<file path="config.mk">
export PLATFORM = sky130hd
export DESIGN_NAME = alu_arbiter
export DESIGN_NICKNAME = d
export VERILOG_FILES = /design/src/rtl/alu_arbiter.sv
export SDC_FILE = /design/constraint.sdc
export NUM_CORES = 1
export LEC_CHECK = 0
export CAP_MARGIN = 20
export CORE_MARGIN = 1.5
export CORE_UTILIZATION = 40
export DETAILED_ROUTE_END_ITERATION = 16
export GPL_ROUTABILITY_DRIVEN = 0
export PLACE_DENSITY_LB_ADDON = 0.1
export SYNTH_ARGS = -nofsm -noshare
export SYNTH_HDL_FRONTEND = slang
export SYNTH_SLANG_ARGS = --single-unit
</file>
<file path="constraint.sdc">
create_clock -name clk -period 4.92 [get_ports clk]
set_input_delay 0.984 -clock clk [delete_from_list [all_inputs] [get_ports clk]]
set_output_delay 0.984 -clock clk [all_outputs]
set_load 0.01 [all_outputs]
</file>
<file path="src/rtl/alu_arbiter.sv">
// Two-requester round-robin front end for a slow combinational ALU; ALU_ARB_PERF_EN adds per-requester response counters.
// Latency: response valid SETTLE_CYCLES edges after accept; one op per SETTLE_CYCLES+2 cycles at best.
// Backpressure: requesters see ready only in IDLE; response held stable until resp_ready.
module alu_arbiter #(
    parameter int SETTLE_CYCLES = 4
) (
    input  logic        clk,
    input  logic        reset,
    input  logic        req0_valid,
    output logic        req0_ready,
    input  logic [31:0] req0_a,
    input  logic [31:0] req0_b,
    input  logic [2:0]  req0_cmd,
    input  logic        req1_valid,
    output logic        req1_ready,
    input  logic [31:0] req1_a,
    input  logic [31:0] req1_b,
    input  logic [2:0]  req1_cmd,
    output logic        resp_valid,
    input  logic        resp_ready,
    output logic        resp_id,
    output logic [31:0] resp_result,
    output logic        resp_carryout,
    output logic        resp_zero,
    output logic        resp_overflow,
    output logic [31:0] alu_a,
    output logic [31:0] alu_b,
    output logic [2:0]  alu_cmd,
    input  logic [31:0] alu_result,
    input  logic        alu_carryout,
    input  logic        alu_zero,
    input  logic        alu_overflow
`ifdef ALU_ARB_PERF_EN
    ,
    output logic [15:0] perf_cnt0,
    output logic [15:0] perf_cnt1
`endif
);

    generate
        if (SETTLE_CYCLES < 1) begin : g_bad_settle
            $error("alu_arbiter: SETTLE_CYCLES must be >= 1");
        end
    endgenerate

    localparam int CW = (SETTLE_CYCLES > 1) ? $clog2(SETTLE_CYCLES) : 1;
    localparam logic [CW-1:0] CNT_LAST = CW'(SETTLE_CYCLES - 1);

    typedef enum logic [1:0] {
        IDLE   = 2'd0,
        SETTLE = 2'd1,
        RESP   = 2'd2
    } state_t;

    state_t        state_q, state_d;
    logic [31:0]   op_a_q, op_a_d;
    logic [31:0]   op_b_q, op_b_d;
    logic [2:0]    op_cmd_q, op_cmd_d;
    logic [CW-1:0] cnt_q, cnt_d;
    logic          last_q, last_d;
    logic          resp_vld_q, resp_vld_d;
    logic          resp_id_q, resp_id_d;
    logic [31:0]   resp_res_q, resp_res_d;
    logic          resp_co_q, resp_co_d;
    logic          resp_z_q, resp_z_d;
    logic          resp_ov_q, resp_ov_d;

    logic grant0, grant1, acc0, acc1;

    // On a tie the requester that did not win last time goes first.
    always_comb begin
        grant0 = req0_valid && (!req1_valid || last_q);
        grant1 = req1_valid && (!req0_valid || !last_q);
        acc0   = (state_q == IDLE) && grant0;
        acc1   = (state_q == IDLE) && grant1;
    end

    always_comb begin
        state_d    = state_q;
        op_a_d     = op_a_q;
        op_b_d     = op_b_q;
        op_cmd_d   = op_cmd_q;
        cnt_d      = cnt_q;
        last_d     = last_q;
        resp_vld_d = resp_vld_q;
        resp_id_d  = resp_id_q;
        resp_res_d = resp_res_q;
        resp_co_d  = resp_co_q;
        resp_z_d   = resp_z_q;
        resp_ov_d  = resp_ov_q;
        case (state_q)
            IDLE: begin
                if (acc0 || acc1) begin
                    op_a_d    = acc1 ? req1_a   : req0_a;
                    op_b_d    = acc1 ? req1_b   : req0_b;
                    op_cmd_d  = acc1 ? req1_cmd : req0_cmd;
                    resp_id_d = acc1;
                    last_d    = acc1;
                    cnt_d     = '0;
                    state_d   = SETTLE;
                end
            end
            SETTLE: begin
                if (cnt_q == CNT_LAST) begin
                    resp_res_d = alu_result;
                    resp_co_d  = alu_carryout;
                    resp_z_d   = alu_zero;
                    resp_ov_d  = alu_overflow;
                    resp_vld_d = 1'b1;
                    state_d    = RESP;
                end else begin
                    cnt_d = cnt_q + 1'b1;
                end
            end
            RESP: begin
                if (resp_ready) begin
                    resp_vld_d = 1'b0;
                    state_d    = IDLE;
                end
            end
            default: state_d = IDLE;
        endcase
    end

    always_ff @(posedge clk or posedge reset) begin
        if (reset) begin
            state_q    <= IDLE;
            op_a_q     <= '0;
            op_b_q     <= '0;
            op_cmd_q   <= '0;
            cnt_q      <= '0;
            last_q     <= 1'b1;
            resp_vld_q <= 1'b0;
            resp_id_q  <= 1'b0;
            resp_res_q <= '0;
            resp_co_q  <= 1'b0;
            resp_z_q   <= 1'b0;
            resp_ov_q  <= 1'b0;
        end else begin
            state_q    <= state_d;
            op_a_q     <= op_a_d;
            op_b_q     <= op_b_d;
            op_cmd_q   <= op_cmd_d;
            cnt_q      <= cnt_d;
            last_q     <= last_d;
            resp_vld_q <= resp_vld_d;
            resp_id_q  <= resp_id_d;
            resp_res_q <= resp_res_d;
            resp_co_q  <= resp_co_d;
            resp_z_q   <= resp_z_d;
            resp_ov_q  <= resp_ov_d;
        end
    end

    assign req0_ready    = acc0;
    assign req1_ready    = acc1;
    assign alu_a         = op_a_q;
    assign alu_b         = op_b_q;
    assign alu_cmd       = op_cmd_q;
    assign resp_valid    = resp_vld_q;
    assign resp_id       = resp_id_q;
    assign resp_result   = resp_res_q;
    assign resp_carryout = resp_co_q;
    assign resp_zero     = resp_z_q;
    assign resp_overflow = resp_ov_q;

`ifdef ALU_ARB_PERF_EN
    logic [15:0] perf0_q, perf1_q;
    logic        resp_hs;

    assign resp_hs = resp_vld_q && resp_ready;

    always_ff @(posedge clk or posedge reset) begin
        if (reset) begin
            perf0_q <= '0;
            perf1_q <= '0;
        end else begin
            if (resp_hs && !resp_id_q && perf0_q != 16'hFFFF) perf0_q <= perf0_q + 16'd1;
            if (resp_hs &&  resp_id_q && perf1_q != 16'hFFFF) perf1_q <= perf1_q + 16'd1;
        end
    end

    assign perf_cnt0 = perf0_q;
    assign perf_cnt1 = perf1_q;
`endif

endmodule
</file>
Word-level counts from Yosys, hierarchy flattened
Cells that the tools add are included.
- bits in registers: 109
- input bits: 174
- output and inout port bits: 106
- word-level logic and storage cells: 51
- $add $sub $neg: 1
- equal/unequal tests: 7
- multiplexer cells: 13
- reduce and logical (&&, ||, !) cells: 18
- operators by type and width (kind ; count):
    2-to-1 mux 32 bit ; 2
    2-to-1 mux 2 bit ; 5
    AND reduction 3 bit ; 3
    != test 2 bit (second input constant) ; 3
    one-hot mux 2 bit (3 select lines) ; 1
    == test 2 bit (second input constant) ; 2
    logical AND 1 bit ; 4
    one-hot mux 2 bit (2 select lines) ; 1
    AND reduction 2 bit ; 2
    nonzero test 2 bit ; 2
    logical NOT 1 bit ; 3
    logical OR 1 bit ; 3
    2-to-1 mux 3 bit ; 1
    adder 2 x 1 -> 2 bit (second input constant) ; 1
    == test 2 x 1 -> 1 bit (second input constant) ; 1
    logical NOT 2 bit ; 1
    2-to-1 mux 1 bit ; 2
    != test 2 x 1 -> 1 bit (second input constant) ; 1
    one-hot mux 1 bit (2 select lines) ; 1

Depth between registers and ports, before layout
- depth in word-level cells: 7
- mapped depth: 6
- depth with buffers taken out: 4

Worst setup path after synthesis
Ideal clock, no wire load.
- kind: input to output
- start: input port req1_valid
- end: output port req1_ready
- arrival time: 1661 ps
- slack: 2275 ps
- stages on the path: 5
- buffers on the path: 3
- path through: buf_2 nand3_2 buf_2 buf_6 inv_2
- cells in the longest elaborated chain, start to end: 2
- RTL lines (what ; line ; RTL):
    start, declared ; 14 ; input logic req1_valid,
    logical AND 1 bit ; 73 ; grant1 = req1_valid && (!req0_valid || !last_q);
    logical AND 1 bit ; 75 ; acc1 = (state_q == IDLE) && grant1;
    end, declared ; 15 ; output logic req1_ready,
No other way between the ends.

Worst setup path after layout
- start: input port req0_valid
- end: output port req0_ready
- cells in the longest elaborated chain, start to end: 2
- RTL lines (what ; line ; RTL):
    start, declared ; 9 ; input logic req0_valid,
    logical AND 1 bit ; 72 ; grant0 = req0_valid && (!req1_valid || last_q);
    logical AND 1 bit ; 74 ; acc0 = (state_q == IDLE) && grant0;
    end, declared ; 10 ; output logic req0_ready,
No other way between the ends.

==> impl_metrics.ini <==
[synth]
yosys.cell_types.count = 31
synth-simple-area-share_pct = 23.4
synth_top_family_by_area = simple AND/OR/NAND/NOR gates
synthAdderAreaFrac_pct = 0.230
netlist_instances = 426
synth_common_cells = 108 x dfrtp_1, 67 x a221o_1, 67 x and4_1
ys_async_sr_fraction_pct = 100
synth.most_common_cell = dfrtp_1
synth_fp_nets = 601
synth-seq-cells = 109
synth_top_area_cell = dfrtp_1
synth-edff-count = 0
yosys_warnings = 0
synth_flop_cell = dfrtp_1
syn_avg_cell_area_um2 = 12.8
synth_top_cell_area_share_pct = 49.7
muxShareOfSynthArea_pct = 7.43
synthTopCellsByArea = dfrtp_1 50%, a221o_1 12%, and4_1 11%, mux2_2 7.2%, nor3b_1 6.5%
syn-cell-area_um2 = 5440
synthXorXnorAreaFrac_pct = 0
synth-seq-area-share_pct = 50.2
synth_compound_area_share_pct = 13.3

[cts]
max-clock-path-buffers = 2
htreeDepth = 3
hold_buffers = 0
cts_setup_buffers = 0
numCtsBuffers = 9
cts_tree = done
cts_resized = 0
clkLatencyLatePin_ns = 0.34
clockRootBuffer = clkbuf_16
path_clk_slew_ns = 0.07
clock-sinks = 109

[placement]
numPlacedInstances = 836
io_buffers = 279
dpl.hpwl_mm = 11.6
postPlaceCellArea_um2 = 8250

[routing]
antenna_left = 0
routedWlPerCell_um = 20.3
vias = 4815
drt_iter0_drc = 302
drcViolationCount = 0
via_per_inst = 5.65
drt_pass1_iterations = 4
drt_wl_total_mm = 17.3

[worst_setup_path]
reg2reg_from = state_q[0]
crit_type = in2out
cp_common_cell = clkdlybuf4s50_1
reg2reg_setup_slack_ns = 2.43
critPathArrivalTime_ns = 2.51
rr_worst_depth = 4
cpLargestDelayFamily = buffers and inverters
cp_num_cells = 4
reg2reg_to = alu_a[25]
start_kind = input port
slowest_stage = clkdlybuf4s50_1
cp_slowest_stage_delay_ns = 0.69
path_cells = clkdlybuf4s50_1 > nand3_1 > inv_1 > clkdlybuf4s50_1
worstPathRequired_ns = 3.94
path_max_fanout = 4
cp_num_buf_inv = 3
worstSetupEndpointType = primary output

[timing]
tightest_slew_ns = 1.05
min_period_over_period_pct = 71.1
setup_violations = 0
rsz0062_at_grt = no
slew_viol_final = 0
finalClockSkew_ns = 0.00593
fmax_ghz = 0.286
finalHoldViolations = 0
layout_min_cycle_time_ns = 3.50
slew_headroom_pct = 29.5
final.setup.tns_ns = 0
hold_slack_ns = 0.479

[floorplanning]
rows = 42
die_h_um = 120
die-area_um2 = 14300
core_um2 = 13200
start_util_pct = 41.1
die_w_um = 120
io_pins = 280

[final_layout]
finalInstanceArea_um2 = 8580
drive_above_1_share_pct = 13.6
stdcell_count = 852
antenna_cells = 0
area_delta_synth_final_pct = 57.8
fin_nets = 846

[worst_hold_path]
whs_path_depth = 1
holdCritStartpoint = resp_id
hold_path_class = reg2reg
worstHoldEndpoint = resp_id

[run]
max_cap_violations = 0

[grt]
first_global_vias = 4917
track_usage_pct = 23.8
antenna_found_initial = 0
grt-ovfl-total = 0
grt_pass1_wl_mm = 26.7
grt_start_max_net_pins = 68

[power]
power_per_cell_area_nw_per_um2 = 590
peakVddDrop_mv = 0.272
leakagePower_nw = 3.40

[outcome]
status = finished clean
state kept, by name, indices dropped and copies added (netlist names):
signal / flops
alu_cmd: 3
resp_id: 1
alu_b: 32
cnt_q: 2
last_q: 1
state_q: 2
resp_zero: 1
resp_carryout: 1
resp_result: 32
alu_a: 32
resp_valid: 1
resp_overflow: 1
cell usage in the layout (no fill, tap or decap):
master / Yosys / final
o21ai_4: 0 / 1
clkinv_4: 0 / 2
a221o_1: 67 / 67
clkbuf_8: 0 / 2
mux2i_1: 1 / 1
buf_2: 20 / 1
nand2_1: 1 / 1
buf_4: 1 / 9
mux2_2: 35 / 35
dfstp_2: 1 / 1
nand3_1: 1 / 1
nor2_1: 1 / 1
nor3b_2: 20 / 20
clkdlybuf4s50_1: 0 / 278
bufinv_16: 0 / 2
clkbuf_16: 0 / 9
a21oi_1: 2 / 2
nand3_2: 2 / 2
nor2_4: 2 / 2
ha_1: 1 / 1
o22ai_1: 1 / 1
clkinv_2: 0 / 1
and4_1: 67 / 67
dfrtp_1: 108 / 108
inv_4: 0 / 1
nand2b_1: 1 / 1
nand2_2: 1 / 1
o31ai_1: 1 / 1
a21o_1: 2 / 2
or3b_2: 1 / 1
o21ai_1: 1 / 1
inv_1: 5 / 4
inv_2: 1 / 1
nor3b_1: 47 / 47
or2_2: 0 / 1
power by group:
part           leakage, nW  total [mW]  internal (mW)  switching, mW
logic                 1.94        2.62           1.48           1.14
registers             1.29        1.64           1.37          0.269
clock network        0.166       0.806          0.475          0.330
kinds of logic after synthesis:
kind of cell | count (synthesis)
adders and majority gates | 1
buffers and inverters | 60
AOI/OAI and AO/OA | 75
and+or+nand+nor | 145
DFF | 109
muxes | 36
per-stage QoR:
step           utilization [%]  total power, mW  setup slack [ns]
6_report                  64.8             5.06              1.42
5_1_grt                   64.8             5.35              1.32
4_1_cts                   64.8             5.10              1.41
3_5_place_dp              62.3             4.28              1.41
3_3_place_gp              62.3             4.22              1.43
2_1_floorplan                -             2.99              1.06
how the worst max path moves through the flow:
stage | end | slack, ns | from
6_report | req0_ready | 1.42 | req0_valid
5_1_grt | req0_ready | 1.32 | req0_valid
3_5_place_dp | req0_ready | 1.41 | req0_valid
3_3_place_gp | req0_ready | 1.43 | req0_valid
4_1_cts | req0_ready | 1.41 | req0_valid
2_1_floorplan | alu_a[0] | 1.06 | reset
metal layers:
layer	up-vias	share of wire (%)	track usage [%]
li1	2183	-	-
met4	0	3.1	10.4
met2	232	47	38.1
met1	2367	43	31.1
met3	33	6.9	4.99
met5	-	0	0
final cells by class:
type	instances	area, um^2
clock buffers	11	253
fillers	1041	4660
repair buffers	288	2860
flip-flops and latches	109	2730
well taps	176	220
clock inverters	5	82.6
multi-input cells	257	2420
inverters	6	25.0
No activity file was read; power rests on OpenSTA's default activity.
